--- src/rtl/bcd_display_scan.sv ---
// Six-digit multiplexed seven-segment scanner. It snapshots x5..x0 once per scan frame
// and drives one digit every DIV cycles, with BCD decode and optional leading-zero blanking.
module bcd_display_scan #(
    parameter int DIV           = 4,
    parameter bit BLANK_LEADING = 1'b1
) (
    input  logic       clk,
    input  logic       set,
    input  logic [3:0] x5,
    input  logic [3:0] x4,
    input  logic [3:0] x3,
    input  logic [3:0] x2,
    input  logic [3:0] x1,
    input  logic [3:0] x0,
    output logic [5:0] an,
    output logic [6:0] seg,
    output logic       frame
);
    localparam logic [15:0] PCNT_MAX = 16'(DIV - 1);

    logic [15:0] pcnt_q, pcnt_d;
    logic [2:0]  dsel_q, dsel_d;
    logic [23:0] snap_q, snap_d;
    logic [5:0]  an_q, an_d;
    logic [6:0]  seg_q, seg_d;
    logic        frame_q, frame_d;
    logic        tick_s;
    logic [3:0]  digit_s;
    logic        lead_zero_s;

    function automatic logic [6:0] seg_decode(input logic [3:0] code);
        logic [6:0] segs;
        case (code)
            4'd0:    segs = 7'h7E;
            4'd1:    segs = 7'h30;
            4'd2:    segs = 7'h6D;
            4'd3:    segs = 7'h79;
            4'd4:    segs = 7'h33;
            4'd5:    segs = 7'h5B;
            4'd6:    segs = 7'h5F;
            4'd7:    segs = 7'h70;
            4'd8:    segs = 7'h7F;
            4'd9:    segs = 7'h7B;
            default: segs = 7'h01;
        endcase
        return segs;
    endfunction

    assign tick_s = (pcnt_q == PCNT_MAX);

    // Selected digit value, and whether it and every more significant digit are zero.
    always_comb begin
        digit_s     = 4'd0;
        lead_zero_s = 1'b0;
        case (dsel_q)
            3'd5: begin
                digit_s     = snap_q[23:20];
                lead_zero_s = (snap_q[23:20] == 4'd0);
            end
            3'd4: begin
                digit_s     = snap_q[19:16];
                lead_zero_s = (snap_q[23:16] == 8'd0);
            end
            3'd3: begin
                digit_s     = snap_q[15:12];
                lead_zero_s = (snap_q[23:12] == 12'd0);
            end
            3'd2: begin
                digit_s     = snap_q[11:8];
                lead_zero_s = (snap_q[23:8] == 16'd0);
            end
            3'd1: begin
                digit_s     = snap_q[7:4];
                lead_zero_s = (snap_q[23:4] == 20'd0);
            end
            3'd0: begin
                digit_s     = snap_q[3:0];
                lead_zero_s = 1'b0;
            end
            default: begin
                digit_s     = 4'd0;
                lead_zero_s = 1'b0;
            end
        endcase
    end

    // Prescaler, digit rotation, frame snapshot and next output values.
    always_comb begin
        pcnt_d  = pcnt_q;
        dsel_d  = dsel_q;
        snap_d  = snap_q;
        frame_d = 1'b0;
        an_d    = 6'b000001 << dsel_q;
        if (BLANK_LEADING && lead_zero_s) begin
            seg_d = 7'h00;
        end else begin
            seg_d = seg_decode(digit_s);
        end
        if (dsel_q > 3'd5) begin
            // Unreachable select value: restart the scan at the top digit.
            pcnt_d = 16'd0;
            dsel_d = 3'd5;
        end else if (tick_s) begin
            pcnt_d = 16'd0;
            if (dsel_q == 3'd0) begin
                dsel_d  = 3'd5;
                snap_d  = {x5, x4, x3, x2, x1, x0};
                frame_d = 1'b1;
            end else begin
                dsel_d = dsel_q - 3'd1;
            end
        end else begin
            pcnt_d = pcnt_q + 16'd1;
        end
    end

    // State and output registers with synchronous reset.
    always_ff @(posedge clk) begin
        if (set) begin
            pcnt_q  <= 16'd0;
            dsel_q  <= 3'd5;
            snap_q  <= {x5, x4, x3, x2, x1, x0};
            an_q    <= 6'd0;
            seg_q   <= 7'd0;
            frame_q <= 1'b0;
        end else begin
            pcnt_q  <= pcnt_d;
            dsel_q  <= dsel_d;
            snap_q  <= snap_d;
            an_q    <= an_d;
            seg_q   <= seg_d;
            frame_q <= frame_d;
        end
    end

    assign an    = an_q;
    assign seg   = seg_q;
    assign frame = frame_q;

endmodule

--- config.mk ---
export PLATFORM = sky130hd
export DESIGN_NAME = bcd_display_scan
export DESIGN_NICKNAME = d
export VERILOG_FILES = /design/src/rtl/bcd_display_scan.sv
export SDC_FILE = /design/constraint.sdc
export NUM_CORES = 1
export LEC_CHECK = 0
export CAP_MARGIN = 20
export CORE_ASPECT_RATIO = 0.7
export CORE_MARGIN = 2
export CORE_UTILIZATION = 48
export DETAILED_ROUTE_END_ITERATION = 6
export HOLD_SLACK_MARGIN = 0.03
export PLACE_DENSITY = 0.72
export SLEW_MARGIN = 20
export SYNTH_ARGS = -nofsm -noshare
export SYNTH_HDL_FRONTEND = slang
export SYNTH_SLANG_ARGS = --single-unit
--- constraint.sdc ---
create_clock -name clk -period 3.9 [get_ports clk]
set_input_delay 1.17 -clock clk [delete_from_list [all_inputs] [get_ports clk]]
set_output_delay 1.17 -clock clk [all_outputs]
set_load 0.01 [all_outputs]
==> results.sh <==
export IMPL_status="complete, no violations"
export IMPL_ys_flop_type="dfxtp_1"
export IMPL_worst_slack_ns=1.176
export IMPL_cap_violations=0
export IMPL_r2r_setup_slack_ns=1.18
export IMPL_num_rows=21
export IMPL_cts_hold_buf=0
export IMPL_syn_inst=225
export IMPL_min_to="pcnt_q[0]$_SDFF_PP0_"
export IMPL_arrival_ns=3.00
export IMPL_clkTransAtPathRegs_ns=0.06
export IMPL_drt_wirelength_per_cell_um=14.08
export IMPL_root_buffer="clkbuf_8"
export IMPL_ir_drop_uv=221.9
export IMPL_syn_nets=258
export IMPL_drt_iter0_markers=153
export IMPL_n_antenna_cell=0
export IMPL_wl_mm=4.816
export IMPL_gp_congestion=0.8177
export IMPL_grt_pass1_wl_mm=8.121
export IMPL_grt_use_total_pct=18.57
export IMPL_fin_util_pct=64.15
export IMPL_clkSinkCount=57
export IMPL_crit_path_end_kind="flop"
export IMPL_port_buffers=39
export IMPL_h_tree_depth=3
export IMPL_layout_drive_gt1_share_pct=10.99
export IMPL_min_period_ns=2.724
export IMPL_holdPathStages=1
export IMPL_worstHoldStart="pcnt_q[0]$_SDFF_PP0_"
export IMPL_crit_fanout=25
export IMPL_top_layer_used="met4"
export IMPL_dp_hpwl_mm=3.450
export IMPL_met2_length_mm=1.883
export IMPL_grt_max_degree=26
export IMPL_synth_top_cell_by_area="edfxtp_1"
export IMPL_grt_pass1_vias=1702
export IMPL_synthSimpleGateAreaFrac_pct=17.58
export IMPL_ys_top_cells_by_area="edfxtp_1 (29%), dfxtp_1 (26%), ha_1 (3.5%)"
export IMPL_antenna_found_initial=0
export IMPL_dr_pass1_iters=4
export IMPL_pre_cts_slack_ns=1.166
export IMPL_synth_top_family_by_area="simple AND/OR/NAND/NOR gates"
export IMPL_whs_ns=0.4502
export IMPL_finalSetupViolations=0
export IMPL_yosysMostFrequentCell="dfxtp_1"
export IMPL_r2r_start="dsel_q[1]$_SDFFE_PP0P_"
export IMPL_drc=0
export IMPL_syn_avg_cell_area_um2=11.17
export IMPL_cp_data_required_time_ns=4.18
export IMPL_timing_setup_tns_ns=0
export IMPL_power_density_nw_per_um2=428.3
export IMPL_synthTopCellsByCount="dfxtp_1 (33), edfxtp_1 (24), nand2_1 (18), a21oi_1 (16), nor2_1 (16)"
export IMPL_criticalPathCategory="flop to flop"
export IMPL_cp_start_kind="flop"
export IMPL_via_per_inst=5.208
export IMPL_fin_nets=301
export IMPL_fillers=392
export IMPL_vias=1781
export IMPL_fp_coreArea_um2=4913
export IMPL_clk_latency_ns=0.34
export IMPL_finalHoldViolations=0
export IMPL_start_util_pct=51.13
export IMPL_ys_types=49
export IMPL_synth_seq_area_share_pct=54.98
export IMPL_r2r_end="seg[1]$_SDFF_PP0_"
export IMPL_die_w_um=90.47
export IMPL_hold_class="flop to flop"
export IMPL_synthArstFlopShare_pct=0
export IMPL_grt_overflow_total=0
export IMPL_synth_compound_area_share_pct=10.81
export IMPL_route_met3_wl_um=293
export IMPL_yosysWarnings=0
export IMPL_cts_setup_buffers=0
export IMPL_syn_area_um2=2512
export IMPL_dieArea_um2=5838
export IMPL_drv_slew=0
export IMPL_synth_mux_area_share_pct=5.578
export IMPL_fin_worst_skew_ns=0.005600
export IMPL_io_pins=40
export IMPL_antenna_left=0
export IMPL_total_power_w=0.001350
export IMPL_cts_tree="done"
export IMPL_die_height_um=64.53
export IMPL_period_share_pct=69.84
export IMPL_max_freq_mhz=367.1
export IMPL_synthAdderAreaFrac_pct=3.486
export IMPL_syn_to_final_growth_pct=25.45
export IMPL_clk_path_buf_depth=2
export IMPL_yosysTopAreaCellShare_pct=28.69
export IMPL_synth_edf_count=24
export IMPL_cts_resized=0
export IMPL_max_slew_worst_pin_slew_ns=0.8908
export IMPL_r2r_cells=8
export IMPL_rsz0062_at_grt="no"
export IMPL_met1_length_mm=2.578
export IMPL_p_leak_nw=1.219
export IMPL_cts_buffers=9
export IMPL_relSlewSlack_pct=40.54
export IMPL_ys_seq_elements=57
export IMPL_synth_xor_xnor_area_share_pct=4.532
==> layout by cell type, fill, tap and decap left out, drive strengths merged, types with 3 or more instances in the layout <==
cell type and instances:
clkdlybuf4s50 39, dfxtp 33, edfxtp 24, nand2 19
a21oi 18, nor2 16, clkbuf 11, and3 9
nor4 8, xor2 8, ha 7, inv 7
o21ai 6, mux2 6, mux2i 5, nand3 5
xnor2 5, nand4 4, or3 4, o31ai 4
and2 3, nor2b 3, a22oi 3
==> per-layer routing <==
layer  GRT usage, %  vias to the layer above
li1               -                      910
met1          26.33                      816
met2          23.97                       48
met3          8.488                        7
met4          8.077                        0
met5              0                        -
==> how the worst max path moves through the flow <==
stage / cells past startpoint / endpoint / slack, ns / startpoint
floorplan: 4 / snap_q[0]$_DFFE_PP_ / 0.94 / pcnt_q[0]$_SDFF_PP0_
global placement: 4 / snap_q[11]$_DFFE_PP_ / 1.22 / set
detailed placement: 4 / snap_q[22]$_DFFE_PP_ / 1.17 / set
CTS: 9 / seg[2]$_SDFF_PP0_ / 1.20 / dsel_q[0]$_SDFFE_PP1P_
global route: 8 / seg[1]$_SDFF_PP0_ / 0.96 / dsel_q[0]$_SDFFE_PP1P_
finish: 8 / seg[1]$_SDFF_PP0_ / 1.18 / dsel_q[1]$_SDFFE_PP0P_
==> worst max-delay path: stages (launching register included) <==
cell      delay, ns
dfxtp_1        0.90
mux2i_1        0.29
o21ai_0        0.13
a21oi_1        0.50
inv_1          0.17
ha_1           0.23
nor2_1         0.10
o211ai_1       0.09
o21ba_1        0.23
==> sequential cells by signal, indices dropped and copies added (netlist names) <==
name / count
an: 6
dsel_q: 3
frame: 1
pcnt_q: 16
seg: 7
snap_q: 24
==> cell families (layout without fill, tap and decap cells) <==
group                    count (synthesis)  count (layout)
AND/OR/NAND/NOR                         83              83
flip-flops                              57              57
AO/OA/AOI/OAI                           40              40
XOR/XNOR                                13              13
buffers and inverters                   13              61
multiplexers                            12              12
adder cells (fa/ha/maj)                  7               7
==> report_power, final <==
group	leakage, nW	internal (W)	total [W]	switching (W)
Sequential	0.504	0.000652	0.000672	0.0000195
Combinational	0.611	0.0000763	0.000142	0.0000660
Clock	0.104	0.000311	0.000536	0.000225
==> per-stage QoR <==
stage	std cells	area (um2)
after floorplan	225	2520
after global placement	326	2958
after detailed placement	326	2958
after CTS	342	3152
after global routing	342	3152
final	342	3152
==> cell type report <==
cell class	count	area, um2	area share, %
clock buffers	11	141.4	4.486
clock inverters	5	52.55	1.667
inverters	5	18.77	0.5955
multi-input cells	155	1074	34.06
flip-flops and latches	57	1381	43.83
well taps	69	86.33	2.739
repair buffers	40	397.9	12.62
No activity file was read; power rests on OpenSTA's default activity.
